File: src/rtl/mem_access_ctrl.sv
// ---------------------------------------------------------------------------------------------
// mem_access_ctrl
//
// Initiator-side controller between the load/store stage and the byte-addressed, big-endian
// memory. It takes one request at a time, screens it for size/alignment/range errors and then
// drives the memory's posedge-read / negedge-write protocol. Load data comes back sign- or
// zero-extended on a valid/ready response channel.
//
// Ports
//   clk, rst_n           clock, asynchronous active-low reset
//   req_valid/req_ready  request handshake (ready only while idle)
//   req_write            1 = store, 0 = load
//   req_addr             byte address
//   req_wdata            store data, right-justified
//   req_size             00 byte, 01 halfword, 10 word, 11 illegal
//   req_unsigned         zero-extend loads when set
//   resp_valid/ready     response handshake
//   resp_rdata           extended load data (0 for stores and errors)
//   resp_error           misaligned, out-of-range or illegal size
//   mem_address          memory address
//   mem_data_in          memory write data
//   mem_write            memory write strobe (high for exactly one clock)
//   mem_access_size      memory access size
//   mem_data_out         memory read data (sub-word results right-justified)
// ---------------------------------------------------------------------------------------------
module mem_access_ctrl #(
    parameter int unsigned       ADDR_W    = 32,
    parameter logic [ADDR_W-1:0] BASE_ADDR = 32'h8002_0000,
    parameter logic [ADDR_W-1:0] MEM_SIZE  = 32'h0010_0000
) (
    input  logic              clk,
    input  logic              rst_n,
    input  logic              req_valid,
    output logic              req_ready,
    input  logic              req_write,
    input  logic [ADDR_W-1:0] req_addr,
    input  logic [ADDR_W-1:0] req_wdata,
    input  logic [1:0]        req_size,
    input  logic              req_unsigned,
    output logic              resp_valid,
    input  logic              resp_ready,
    output logic [ADDR_W-1:0] resp_rdata,
    output logic              resp_error,
    output logic [ADDR_W-1:0] mem_address,
    output logic [ADDR_W-1:0] mem_data_in,
    output logic              mem_write,
    output logic [1:0]        mem_access_size,
    input  logic [ADDR_W-1:0] mem_data_out
);

    localparam logic [1:0] SzByte = 2'b00;
    localparam logic [1:0] SzHalf = 2'b01;
    localparam logic [1:0] SzWord = 2'b10;

    typedef enum logic [2:0] {
        StIdle,
        StRdIssue,
        StRdCap,
        StWr,
        StResp
    } state_e;

    state_e            state_q, state_d;
    logic              req_ready_q, req_ready_d;
    logic              resp_valid_q, resp_valid_d;
    logic [ADDR_W-1:0] resp_rdata_q, resp_rdata_d;
    logic              resp_error_q, resp_error_d;
    logic [ADDR_W-1:0] mem_address_q, mem_address_d;
    logic [ADDR_W-1:0] mem_data_in_q, mem_data_in_d;
    logic              mem_write_q, mem_write_d;
    logic [1:0]        mem_access_size_q, mem_access_size_d;
    logic [1:0]        ld_size_q, ld_size_d;
    logic              ld_unsigned_q, ld_unsigned_d;

    // -----------------------------------------------------------------------------------------
    // Request screening. Range arithmetic is one bit wider than the address so that an access
    // running past the top of the address space cannot wrap back into the window.
    // -----------------------------------------------------------------------------------------
    logic [2:0]      nbytes;
    logic [ADDR_W:0] offset;
    logic [ADDR_W:0] end_ext;
    logic            below_base;
    logic            out_range;
    logic            misaligned;
    logic            illegal_size;
    logic            req_err;
    logic            accept;

    always_comb begin
        case (req_size)
            SzByte:  nbytes = 3'd1;
            SzHalf:  nbytes = 3'd2;
            SzWord:  nbytes = 3'd4;
            default: nbytes = 3'd0;
        endcase
    end

    always_comb begin
        offset       = {1'b0, req_addr} - {1'b0, BASE_ADDR};
        end_ext      = offset + {{(ADDR_W-2){1'b0}}, nbytes};
        below_base   = req_addr < BASE_ADDR;
        out_range    = below_base || (end_ext > {1'b0, MEM_SIZE});
        misaligned   = ((req_size == SzHalf) && req_addr[0]) ||
                       ((req_size == SzWord) && (req_addr[1:0] != 2'b00));
        illegal_size = req_size == 2'b11;
        req_err      = illegal_size || misaligned || out_range;
        accept       = req_valid && req_ready_q;
    end

    // -----------------------------------------------------------------------------------------
    // Load extension. The memory leaves stale upper bits on sub-word reads, so only the low
    // byte/halfword is ever looked at.
    // -----------------------------------------------------------------------------------------
    logic [ADDR_W-1:0] ld_ext;
    logic              ld_sign;

    always_comb begin
        ld_sign = 1'b0;
        ld_ext  = mem_data_out;
        case (ld_size_q)
            SzByte: begin
                ld_sign = ~ld_unsigned_q & mem_data_out[7];
                ld_ext  = {{(ADDR_W-8){ld_sign}}, mem_data_out[7:0]};
            end
            SzHalf: begin
                ld_sign = ~ld_unsigned_q & mem_data_out[15];
                ld_ext  = {{(ADDR_W-16){ld_sign}}, mem_data_out[15:0]};
            end
            default: ld_ext = mem_data_out;
        endcase
    end

    // -----------------------------------------------------------------------------------------
    // Next-state and output logic
    // -----------------------------------------------------------------------------------------
    always_comb begin
        state_d           = state_q;
        resp_valid_d      = resp_valid_q;
        resp_rdata_d      = resp_rdata_q;
        resp_error_d      = resp_error_q;
        mem_address_d     = mem_address_q;
        mem_data_in_d     = mem_data_in_q;
        mem_access_size_d = mem_access_size_q;
        mem_write_d       = 1'b0;
        ld_size_d         = ld_size_q;
        ld_unsigned_d     = ld_unsigned_q;

        case (state_q)
            StIdle: begin
                if (accept) begin
                    if (req_err) begin
                        // Rejected requests never touch the memory interface.
                        state_d      = StResp;
                        resp_valid_d = 1'b1;
                        resp_error_d = 1'b1;
                        resp_rdata_d = '0;
                    end else begin
                        mem_address_d     = req_addr;
                        mem_access_size_d = req_size;
                        if (req_write) begin
                            mem_data_in_d = req_wdata;
                            mem_write_d   = 1'b1;
                            state_d       = StWr;
                        end else begin
                            ld_size_d     = req_size;
                            ld_unsigned_d = req_unsigned;
                            state_d       = StRdIssue;
                        end
                    end
                end
            end
            // Memory samples the address on this edge; data is valid on the next one.
            StRdIssue: state_d = StRdCap;
            StRdCap: begin
                resp_rdata_d = ld_ext;
                resp_valid_d = 1'b1;
                resp_error_d = 1'b0;
                state_d      = StResp;
            end
            // The write committed on the negedge inside this state.
            StWr: begin
                resp_rdata_d = '0;
                resp_valid_d = 1'b1;
                resp_error_d = 1'b0;
                state_d      = StResp;
            end
            StResp: begin
                if (resp_ready) begin
                    resp_valid_d = 1'b0;
                    resp_error_d = 1'b0;
                    state_d      = StIdle;
                end
            end
            default: state_d = StIdle;
        endcase

        req_ready_d = state_d == StIdle;
    end

    // -----------------------------------------------------------------------------------------
    // State register. req_ready is held low during reset and rises on the first edge after
    // release.
    // -----------------------------------------------------------------------------------------
    always_ff @(posedge clk or negedge rst_n) begin
        if (!rst_n) begin
            state_q           <= StIdle;
            req_ready_q       <= 1'b0;
            resp_valid_q      <= 1'b0;
            resp_rdata_q      <= '0;
            resp_error_q      <= 1'b0;
            mem_address_q     <= BASE_ADDR;
            mem_data_in_q     <= '0;
            mem_write_q       <= 1'b0;
            mem_access_size_q <= SzWord;
            ld_size_q         <= SzWord;
            ld_unsigned_q     <= 1'b0;
        end else begin
            state_q           <= state_d;
            req_ready_q       <= req_ready_d;
            resp_valid_q      <= resp_valid_d;
            resp_rdata_q      <= resp_rdata_d;
            resp_error_q      <= resp_error_d;
            mem_address_q     <= mem_address_d;
            mem_data_in_q     <= mem_data_in_d;
            mem_write_q       <= mem_write_d;
            mem_access_size_q <= mem_access_size_d;
            ld_size_q         <= ld_size_d;
            ld_unsigned_q     <= ld_unsigned_d;
        end
    end

    assign req_ready       = req_ready_q;
    assign resp_valid      = resp_valid_q;
    assign resp_rdata      = resp_rdata_q;
    assign resp_error      = resp_error_q;
    assign mem_address     = mem_address_q;
    assign mem_data_in     = mem_data_in_q;
    assign mem_write       = mem_write_q;
    assign mem_access_size = mem_access_size_q;

endmodule
File: config.mk
export PLATFORM = sky130hd
export DESIGN_NAME = mem_access_ctrl
export DESIGN_NICKNAME = d
export VERILOG_FILES = /design/src/rtl/mem_access_ctrl.sv
export SDC_FILE = /design/constraint.sdc
export NUM_CORES = 1
export LEC_CHECK = 0
export BUFFER_PORTS_ARGS = -buffer_cell sky130_fd_sc_hd__buf_2
export CORE_ASPECT_RATIO = 0.8
export CORE_MARGIN = 8
export CORE_UTILIZATION = 45
export DETAILED_ROUTE_END_ITERATION = 16
export PLACE_DENSITY = 0.77
export SETUP_SLACK_MARGIN = 0.4
export SLEW_MARGIN = 20
export SYNTH_ARGS = -nofsm -noshare
export SYNTH_HDL_FRONTEND = slang
export SYNTH_SLANG_ARGS = --single-unit
File: constraint.sdc
create_clock -name clk -period 2.01 [get_ports clk]
set_input_delay 0.3015 -clock clk [delete_from_list [all_inputs] [get_ports clk]]
set_output_delay 0.3015 -clock clk [all_outputs]
set_load 0.01 [all_outputs]
# == Yosys cells after proc, flatten, opt, wreduce, memory -nomap -nowiden ==
# Index checks and enable logic that the tools add are counted.
# classes
n_addsub,2
n_lt_le_gt_ge,2
n_eq_ne,11
n_mux,19
n_bitwise,5
reduce_logical,20
# op_table
operator,count
$pmux 32 s3,1
$mux 32,2
$pmux 32 s2,1
$add 33x3->33,1
$gt 33x21->1 const B,1
$sub 32x32->33 const B,1
$lt 32x32->1 const B,1
$pmux 3 s4,1
$reduce_and 4->1,3
$mux 3,3
$pmux 3 s3,1
$mux 1,7
$eq 3x2->1 const B,2
$logic_not 3->1,2
$ne 2x2->1 const B,3
$pmux 1 s3,2
$reduce_and 3->1,2
$reduce_bool 3->1,2
$eq 2x1->1 const B,2
$eq 2x2->1 const B,2
$logic_not 2->1,2
$logic_or 1x1->1,4
$eq 3x1->1 const B,1
$eq 3x3->1 const B,1
6 further kinds,11
# word_totals
ff_bits,108
in_bits,104
out_inout_bits,102
word_cells,70

# == Depth between registers and ports, before layout ==
# Gate-level depths: netlist of the first run.
# logic_depth
word_depth,10
mapped_depth,12
ltp_nobuf,11

# == Least setup slack after synthesis of the first run ==
# OpenSTA, ideal clock, no wires.
# synth_path
kind,input to register
from,input port req_size[0]
to,register mem_data_in_q[10] (netlist: mem_data_in[10])
setup_ns,0.125
t_arrival_ns,2.964
required_ns,1.885
setup_slack_ns,-1.079
stages,12
n_path_buf,1
cell_sequence,nor2_1 ha_1 fa_1 a21o_1 a31oi_1 o21bai_1 a2111oi_0 nand4_1 o21ai_1 nand4_4 buf_6 mux2_4
# synth_between
elab_chain_len,8
elab_cells_between_ends,15
cone_classes,add/sub: 1; order compare: 1; eq/ne: 3; mux: 1; bitwise: 1; reduce/logical: 8
# synth_lines
item,line_no,rtl
start: declaration,38,"input logic [1:0] req_size,"
$eq 2x2->1 (tied with other cells),"90, 104",
$pmux 3 s3,90,case (req_size)
$add 33x3->33,100,"end_ext = offset + {{(ADDR_W-2){1'b0}}, nbytes};"
$gt 33x21->1,102,"out_range = below_base || (end_ext > {1'b0, MEM_SIZE});"
$logic_or 1x1->1,102,
$logic_or 1x1->1 *,106,req_err = illegal_size || misaligned || out_range;
$not 1->1 (no line) *,n/a,
$reduce_and 4->1 (no line) *,n/a,
end signal: assignment,224,mem_data_in_q <= mem_data_in_d;
end: declaration,69,"logic [ADDR_W-1:0] mem_data_in_q, mem_data_in_d;"
# Mark *: on every way between the ends. The rest lies on a longest branch, timed or not.
# A chain may end at the register's enable or synchronous reset.

# == Final worst setup path of the first run ==
# layout_path
from,input port req_size[0]
to,register mem_address_q[13] (netlist: mem_address[13])
# layout_between
elab_chain_len,8
elab_cells_between_ends,15
cone_classes,add/sub: 1; order compare: 1; eq/ne: 3; mux: 1; bitwise: 1; reduce/logical: 8
# layout_lines
item,line_no,rtl
$eq 2x2->1 (tied with other cells),"90, 104",
$pmux 3 s3,90,
$add 33x3->33,100,
$gt 33x21->1,102,
$logic_or 1x1->1,102,
$logic_or 1x1->1 *,106,
$not 1->1 (no line) *,n/a,
$reduce_and 3->1 (no line) *,n/a,
end signal: assignment,223,mem_address_q <= mem_address_d;
end: declaration,68,"logic [ADDR_W-1:0] mem_address_q, mem_address_d;"
# Marks and branches as above.

==> flow_summary.ini, run 1 <==
[global_route]
grt-ovfl-total = 0
grt_pass1_vias = 5275
antenna_found_initial = 0
grt_util_all_layers_pct = 21.5
grt_pass1_wl_um = 27000
grt_max_degree = 41

[clock_tree]
clock_path_buffers = 2
clock-root-buffer = clkbuf_16
numCtsBuffers = 9
htreeDepth = 3
cts_tree = yes
cts.sinks = 108
clkSlewWorstSetupHoldPaths_ps = 70
clk_latency_ps = 350

[floorplan]
ios = 206
die_w_um = 138
initial_core_util_pct = 46.2
dieArea_um2 = 15600
coreArea_um2 = 11600
die_h_um = 113
row_count = 35

[route]
ant_nets = 0
routedWlPerCell_um = 19.6
via_per_inst = 5.54
num_vias = 5054
firstDrtPassIters = 4
drt_iter0_drc = 243
routed_wl_um = 17900
drc = 0

[sta]
tightest_slew_ps = 513
finalCritPeriodShare_pct = 139
fmax_mhz = 357
worst_hold_slack_ps = 167
setup_tns_ps = -75530
min_period_ps = 2800
hold_viol = 0
fin_ws_ps = -788
setup_violations = 107
rsz0062_at_grt = true
finClkSkew_ps = 9.33
slew-limit-headroom_pct = 65.8
maxSlewViolCount = 0

[power_and_ir_drop]
ir_drop_uv = 411
p_sw_w = 0.00142
p_int_w = 0.00367
power_leakage_nw = 4.31
power_frac_clock_pct = 35.3
p_sw_share_pct = 27.9
pwr-share-comb_pct = 20.8
sequentialPowerShare_pct = 43.9
power_density_nw_per_um2 = 613

[final_layout]
final_common_cell = buf_2
layout_common_cells = buf_2 (201), dfrtp_1 (104), buf_4 (80), nand2_1 (36), mux2_4 (30)
antennaDiodeCount = 0
stdcell_area_um2 = 8290
fin_nets = 868
syn2layout_area_growth_pct = 55.3
drive_gt1_share_pct = 60.3
utilization_pct = 71.7

[critical_path]
crit_top_cell = buf_12
cp_max_fo = 17
start_kind = input port
critPathArrivalTime_ps = 3030
worstPathCellList = buf_12, nor2_4, ha_4, fa_2, a21oi_4, nor3_4, a311o_1, a22oi_2, nand4_1, o21ai_4, buf_6, nand3_4, buf_12, mux2_2
crit_path_top_delay_cell = fa_2
crit_type = in2reg
cp.required_ps = 2240
endpoint_kind = flop
cpPeakStageDelay_ps = 380

[place]
dpl.hpwl_um = 12700
portBuffers = 205
gp_congestion = 0.885
dp_slack_ps = -1290
placed_cell_area_um2 = 7220

[logic_synthesis]
synthDistinctLibCells = 59
async_reset_ff_share_pct = 100
yosysWarnings = 0
synth-seq-area-share_pct = 50.7
ys_ff_latch = 108
synthFlopType = dfrtp_1
avgSynthCellArea_um2 = 11.5
netlist_instances = 465
synth_nets = 573
synth_area_um2 = 5340
synth_edf_count = 0

[job]
max-cap-violations = 0

[worst_hold_path]
hold_path.class = in2reg

[status]
violations = negative setup slack
status = complete, but fails checks
[kinds of logic (layout without fill, tap and decap cells)]
| family | count (synthesis) | after routing | share of synthesized area [%] |
|---|---|---|---|
| XOR/XNOR | 6 | 6 | 0.984 |
| buffers and inverters | 27 | 327 | 2.46 |
| AND/OR/NAND/NOR | 149 | 149 | 15.5 |
| flip-flops | 108 | 108 | 50.7 |
| adder cells (fa/ha/maj) | 4 | 4 | 1.08 |
| multiplexers | 62 | 62 | 15.0 |
| AO/OA/AOI/OAI | 109 | 109 | 14.2 |
[layout make-up]
class                      instances  area [µm²]
clock inverter                     5        52.6
tap                              148         185
inverter                           4        15.0
sequential                       108        2710
timing repair buffer             307        2080
clock buffer                      11         253
fill                             847        3270
multi-input combinational        330        3000
[power by group through the flow]
| stage | clock (W) | combinational [W] | sequential, W |
|---|---|---|---|
| after floorplan | 0 | 0.000279 | 0.00228 |
| after CTS | 0.00184 | 0.000935 | 0.00223 |
| after global placement | 0 | 0.000702 | 0.00227 |
| after detailed placement | 0 | 0.000721 | 0.00227 |
| final | 0.00179 | 0.00106 | 0.00223 |
| after global routing | 0.00193 | 0.00113 | 0.00223 |
[critical path, delay by kind of cell]
kind	cells	cell delay, ps
AO/OA/AOI/OAI	4	1010
buffers and inverters	3	400
multiplexers	1	280
AND/OR/NAND/NOR	4	470
adder cells (fa/ha/maj)	2	530
[metal layers]
layer / share of wire, % / vias up / GRT usage [%]
li1: - / 2329 / -
met1: 42 / 2506 / 28.4
met2: 48 / 206 / 35.3
met3: 8.9 / 13 / 4.83
met4: 0.82 / 0 / 4.65
met5: 0 / - / 0
[per-stage QoR]
step / cells / power, W
floorplan: 465 / 0.00256
global placement: 876 / 0.00297
detailed placement: 876 / 0.00299
CTS: 901 / 0.00500
global route: 913 / 0.00529
finish: 913 / 0.00508
[Yosys cell counts (4+ instances only)]
cell type	number	area share, %
a21oi_1	13	1.2
a32o_1	8	1.5
and2_1	12	1.4
and3_1	5	0.59
buf_2	6	0.56
clkbuf_1	14	0.98
dfrtp_1	104	49
dfstp_2	4	2.0
inv_1	4	0.28
mux2_2	30	6.3
mux2_4	29	8.2
nand2_1	37	2.6
nand2b_1	6	0.70
nand3_1	13	1.2
nand4_1	6	0.70
nor2_1	13	0.91
nor2b_1	21	2.5
nor3_1	13	1.2
nor4_1	5	0.59
o21a_1	11	1.5
o21ai_0	22	2.1
o21ai_1	6	0.56
o22ai_1	18	2.1
xor2_1	4	0.66
[worst paths after layout]
path / startpoint / end / slack, ps / depth (start not counted)
max in group asynchronous: rst_n / mem_access_size[1] / 920 / 3
min in group asynchronous: rst_n / mem_address[26] / 460 / 2
setup reg to reg: state_q[0] / mem_data_in[7] / 180 / 5
hold reg to reg: mem_address[24] / mem_address[24] / 500 / 1
setup / recovery: req_size[0] / mem_address[13] / -790 / 14
hold / removal: mem_data_out[0] / resp_rdata[0] / 170 / 2
[sequential cells by signal (all words and copies together) (netlist names)]
register / count
mem_data_in: 32
req_ready: 1
state_q: 3
ld_unsigned_q: 1
mem_address: 32
resp_error: 1
resp_rdata: 32
mem_access_size: 2
mem_write: 1
ld_size_q: 2
resp_valid: 1
[timing repair]
action,in CTS,in global routing
resized for setup,57,41
cloned,3,5
endpoints found under the setup margin,107,107
pin swaps,31,16
endpoints found under the hold margin,32,0
setup buffers,5,7
hold buffers,1,0
Power figures use the tool's default switching activity.
==> run 2, diff against run 1 <==
- REMOVE_ABC_BUFFERS: unset -> 1
==> flow_summary.ini, run 2 (same netlist as run 1, synthesis figures left out) <==
[status]
status = complete, but fails checks
violations = negative setup slack

[clock_tree]
cts_tree = yes
clock_path_buffers = 2
hold_buffers = 0
clkSlewWorstSetupHoldPaths_ps = 80
numCtsBuffers = 9
clock-root-buffer = clkbuf_16
htreeDepth = 3
clk_latency_ps = 340
cts.sinks = 108

[sta]
maxSlewViolCount = 0
fin_ws_ps = -837
finalCritPeriodShare_pct = 142
rsz0062_at_grt = true
min_period_ps = 2850
setup_violations = 107
hold_viol = 0
fmax_mhz = 351
tightest_slew_ps = 571
slew-limit-headroom_pct = 62.0
finClkSkew_ps = 8.69

[global_route]
grt_util_all_layers_pct = 21.7
grt_pass1_wl_um = 27300
grt-ovfl-total = 0
antenna_found_initial = 0
grt_pass1_vias = 5286
grt_max_degree = 109

[final_layout]
finalNonFillerCells = 928
syn2layout_area_growth_pct = 58.1
final_common_cell = buf_2
antennaDiodeCount = 0
multi_input_area_um2 = 2990
drive_gt1_share_pct = 61.7
fin_nets = 883
regArea_um2 = 2710
layout_common_cells = buf_2 (201), dfrtp_1 (104), buf_4 (89), nand2_1 (36), mux2_2 (30)
fillers = 797

[route]
drc = 0
via_per_inst = 5.44
routedWlPerCell_um = 18.8
num_vias = 5052
ant_nets = 0
routed_wl_um = 17500
drt_iter0_drc = 237
firstDrtPassIters = 7

[critical_path]
cp.required_ps = 2240
start_kind = input port
critPathArrivalTime_ps = 3080
endpoint_kind = flop
r2r_start = state_q[2]
cp_max_fo = 6
reg2reg_slack_ps = 230
r2r_cells = 6
reg2reg_to = mem_data_in[18]
crit_type = in2reg

[power_and_ir_drop]
finalPower_w = 0.00501
power_leakage_nw = 4.44
p_int_w = 0.00367
ir_drop_uv = 360
pwr-share-comb_pct = 18.9
p_sw_w = 0.00134
power_density_nw_per_um2 = 594
sequentialPowerShare_pct = 44.8
p_sw_share_pct = 26.8
power_frac_clock_pct = 36.3

[floorplan]
ios = 206
coreArea_um2 = 11600
die_h_um = 113
die_w_um = 138
dieArea_um2 = 15600
row_count = 35
initial_core_util_pct = 46.2

[place]
place_inst = 884
dpl.hpwl_um = 12500
gp_congestion = 0.847
dp_slack_ps = -1460
portBuffers = 205

[worst_hold_path]
hold_path.class = in2async

[job]
max-cap-violations = 0
## run 2: changes by cell type in the layout (fill, tap and decap cells not counted), sizes merged
cell | before | now
dlygate4sd3 | 1 | 0
clkbuf | 13 | 11
clkinv | 1 | 2
bufbuf | 0 | 1
buf | 304 | 320
bufinv | 0 | 1
inv | 7 | 6
## run 2: per-layer routing
metal | share of wire [%] | GRT usage [%] | wire (µm)
met1 | 43 | 28.4 | 7440
met2 | 48 | 36.4 | 8450
met3 | 8.2 | 4.53 | 1430
met4 | 0.92 | 4.36 | 161
met5 | 0 | 0 | 0
## run 2: layout make-up
type / count / area share [%]
Clock buffer: 10 / 2.71
Clock inverter: 6 / 0.978
Inverter: 4 / 0.178
Multi-Input combinational cell: 330 / 35.4
Sequential cell: 108 / 32.1
Tap cell: 148 / 2.19
Timing Repair Buffer: 322 / 26.5
## run 2: worst max path at each step
stage / to / depth (start not counted) / start / slack (ps)
global placement: mem_address[15] / 14 / req_size[0] / -1440
global route: mem_data_in[16] / 15 / req_size[1] / -960
floorplan: mem_data_in[10] / 11 / req_size[0] / -1460
CTS: mem_data_in[16] / 15 / req_size[1] / -820
detailed placement: mem_address[14] / 13 / req_size[0] / -1460
finish: mem_data_in[18] / 16 / req_size[1] / -840
## run 2: timing repair
| action | 4_1_cts | 5_1_grt |
|---|---|---|
| pin swaps | 43 | 25 |
| endpoints found under the setup margin | 107 | 107 |
| resized for setup | 112 | 20 |
| setup buffers | 17 | 3 |
| gates cloned | 7 | 1 |
## run 2: worst max-delay path, stage by stage
cell and delay [ps]:
buf_8 110, nor2b_2 160, ha_4 300, buf_6 100
a21o_1 170, nand3_2 120, buf_6 150, o31a_1 320
a21oi_1 110, and3_1 150, and4b_2 260, buf_6 110
nand4_4 120, buf_6 160, buf_6 130, mux2_4 300
## run 2: power groups by stage
stage	Combinational, W	Sequential, W	Clock, W
finish	0.000949	0.00225	0.00182
global route	0.00102	0.00226	0.00195
CTS	0.000880	0.00225	0.00187
detailed placement	0.000692	0.00229	0
global placement	0.000675	0.00229	0
floorplan	0.000221	0.00230	0
## run 2: metrics by stage
stage	TNS, ps	util, %	cell area, µm²	hold WS, ps
floorplan	-112020	-	5220	5.91
global placement	-146150	62.1	7180	409
detailed placement	-146790	62.1	7180	424
CTS	-78880	71.7	8290	54.7
global route	-93500	73.0	8440	76.6
finish	-81660	73.0	8440	29.8
==> run 3, diff against run 2 <==
- GPL_TIMING_DRIVEN: unset -> 0
- PLACE_DENSITY: 0.77 -> 0.75
- SETUP_SLACK_MARGIN: 0.4 -> 0.02
- clock period: 2.01 -> 3.6 ns (I/O delays scaled with it)
==> flow_summary.ini, run 3 (same netlist as run 1, synthesis figures left out) <==
[status]
status = completed

[sta]
finalCritPeriodShare_pct = 96.3
tightest_slew_ps = 728
slew-limit-headroom_pct = 51.5
finClkSkew_ps = 9.44
maxSlewViolCount = 0
hold_viol = 0
setup_violations = 0
worst_hold_slack_ps = 86.2
fmax_mhz = 289
min_period_ps = 3470
rsz0062_at_grt = false

[critical_path]
start_kind = input port
cp.required_ps = 3830
endpoint_kind = flop
cp_max_fo = 10
crit_type = in2reg
critPathArrivalTime_ps = 3690

[power_and_ir_drop]
power_leakage_nw = 3.68
finalPower_w = 0.00262
ir_drop_uv = 248
power_density_nw_per_um2 = 376

[global_route]
grt_max_degree = 75
grt-ovfl-total = 0
antenna_found_initial = 0
grt_pass1_vias = 4684
grt_util_all_layers_pct = 19.6
grt_pass1_wl_um = 24700

[route]
drc = 0
firstDrtPassIters = 4
routedWlPerCell_um = 19.3
via_per_inst = 5.60
routed_wl_um = 15900
drt_iter0_drc = 251
num_vias = 4607
ant_nets = 0

[floorplan]
ios = 206
initial_core_util_pct = 46.2
die_h_um = 113
coreArea_um2 = 11600
dieArea_um2 = 15600
die_w_um = 138
row_count = 35

[final_layout]
antennaDiodeCount = 0
final_common_cell = buf_2
layout_common_cells = buf_2 (204), dfrtp_1 (104), nand2_1 (37), mux2_2 (30), mux2_4 (29)
syn2layout_area_growth_pct = 30.4
drive_gt1_share_pct = 46.5
fin_nets = 778

[worst_hold_path]
hold_path.class = in2async

[job]
max-cap-violations = 0

[place]
gp_congestion = 0.901
portBuffers = 205
dpl.hpwl_um = 11600

[clock_tree]
clkSlewWorstSetupHoldPaths_ps = 70
cts.sinks = 108
clock-root-buffer = clkbuf_16
clock_path_buffers = 2
numCtsBuffers = 9
cts_tree = yes
clk_latency_ps = 340
htreeDepth = 3
==> run 3: metal layers <==
layer	GRT usage [%]	wire, µm
met5	0	0
met4	3.36	53
met3	4.04	1360
met2	32.4	7590
met1	26.2	6860
==> run 3: critical path, stage by stage <==
cell and delay, ps:
buf_2 160, nor2_1 70, ha_1 210, fa_1 470, a21o_1 260, a31oi_1 180, o21bai_1 80, a2111oi_0 410
nand4_1 260, o21ai_4 260, buf_4 180, nand4_2 100, buf_4 210, mux2_4 310
==> run 3: path summary, 6_finish.rpt <==
kind / start / endpoint / slack (ps) / cells after the start
worst max-delay path: req_size[0] / mem_data_in[6] / 130 / 14
worst min-delay path: rst_n / mem_address[10] / 90 / 1
worst max register to register: state_q[2] / resp_rdata[31] / 1090 / 4
worst min register to register: mem_address[25] / mem_address[25] / 490 / 1
max in group asynchronous: rst_n / state_q[0] / 2840 / 2
min in group clk: mem_data_out[6] / resp_rdata[6] / 420 / 2
==> run 3: timing repair <==
action	4_1_cts	5_1_grt
cloned	2	0
pin swaps	4	0
endpoints found under the setup margin	69	81
resized for setup	5	5
setup buffers	8	0
hold buffers	0	0
==> run 3: cell type report <==
cell class | instances | area [µm²]
inverters | 4 | 15.0
clock inverters | 6 | 77.6
flip-flops and latches | 108 | 2710
repair buffers | 215 | 1150
well taps | 148 | 185
fillers | 956 | 4600
multi-input cells | 332 | 2580
clock buffers | 10 | 239
==> run 3: metrics by stage <==
step	setup TNS (ps)	cell area, µm²	setup WS, ps	std cells	util, %
final	0	6960	135	823	60.2
after floorplan	-3350	5220	-106	442	-
after global routing	0	6960	20.9	823	60.2
after detailed placement	-57850	6470	-958	796	56.0
after CTS	0	6920	72.3	822	59.8
after global placement	-43040	6430	-780	795	55.6
==> run 3: report_power, final <==
part           total (W)  leakage [nW]  switching, W  internal, W
clock            0.00103         0.154      0.000457     0.000574
sequential       0.00125          1.49     0.0000199      0.00123
combinational   0.000332          2.04      0.000210     0.000122
total            0.00262          3.68      0.000686      0.00193
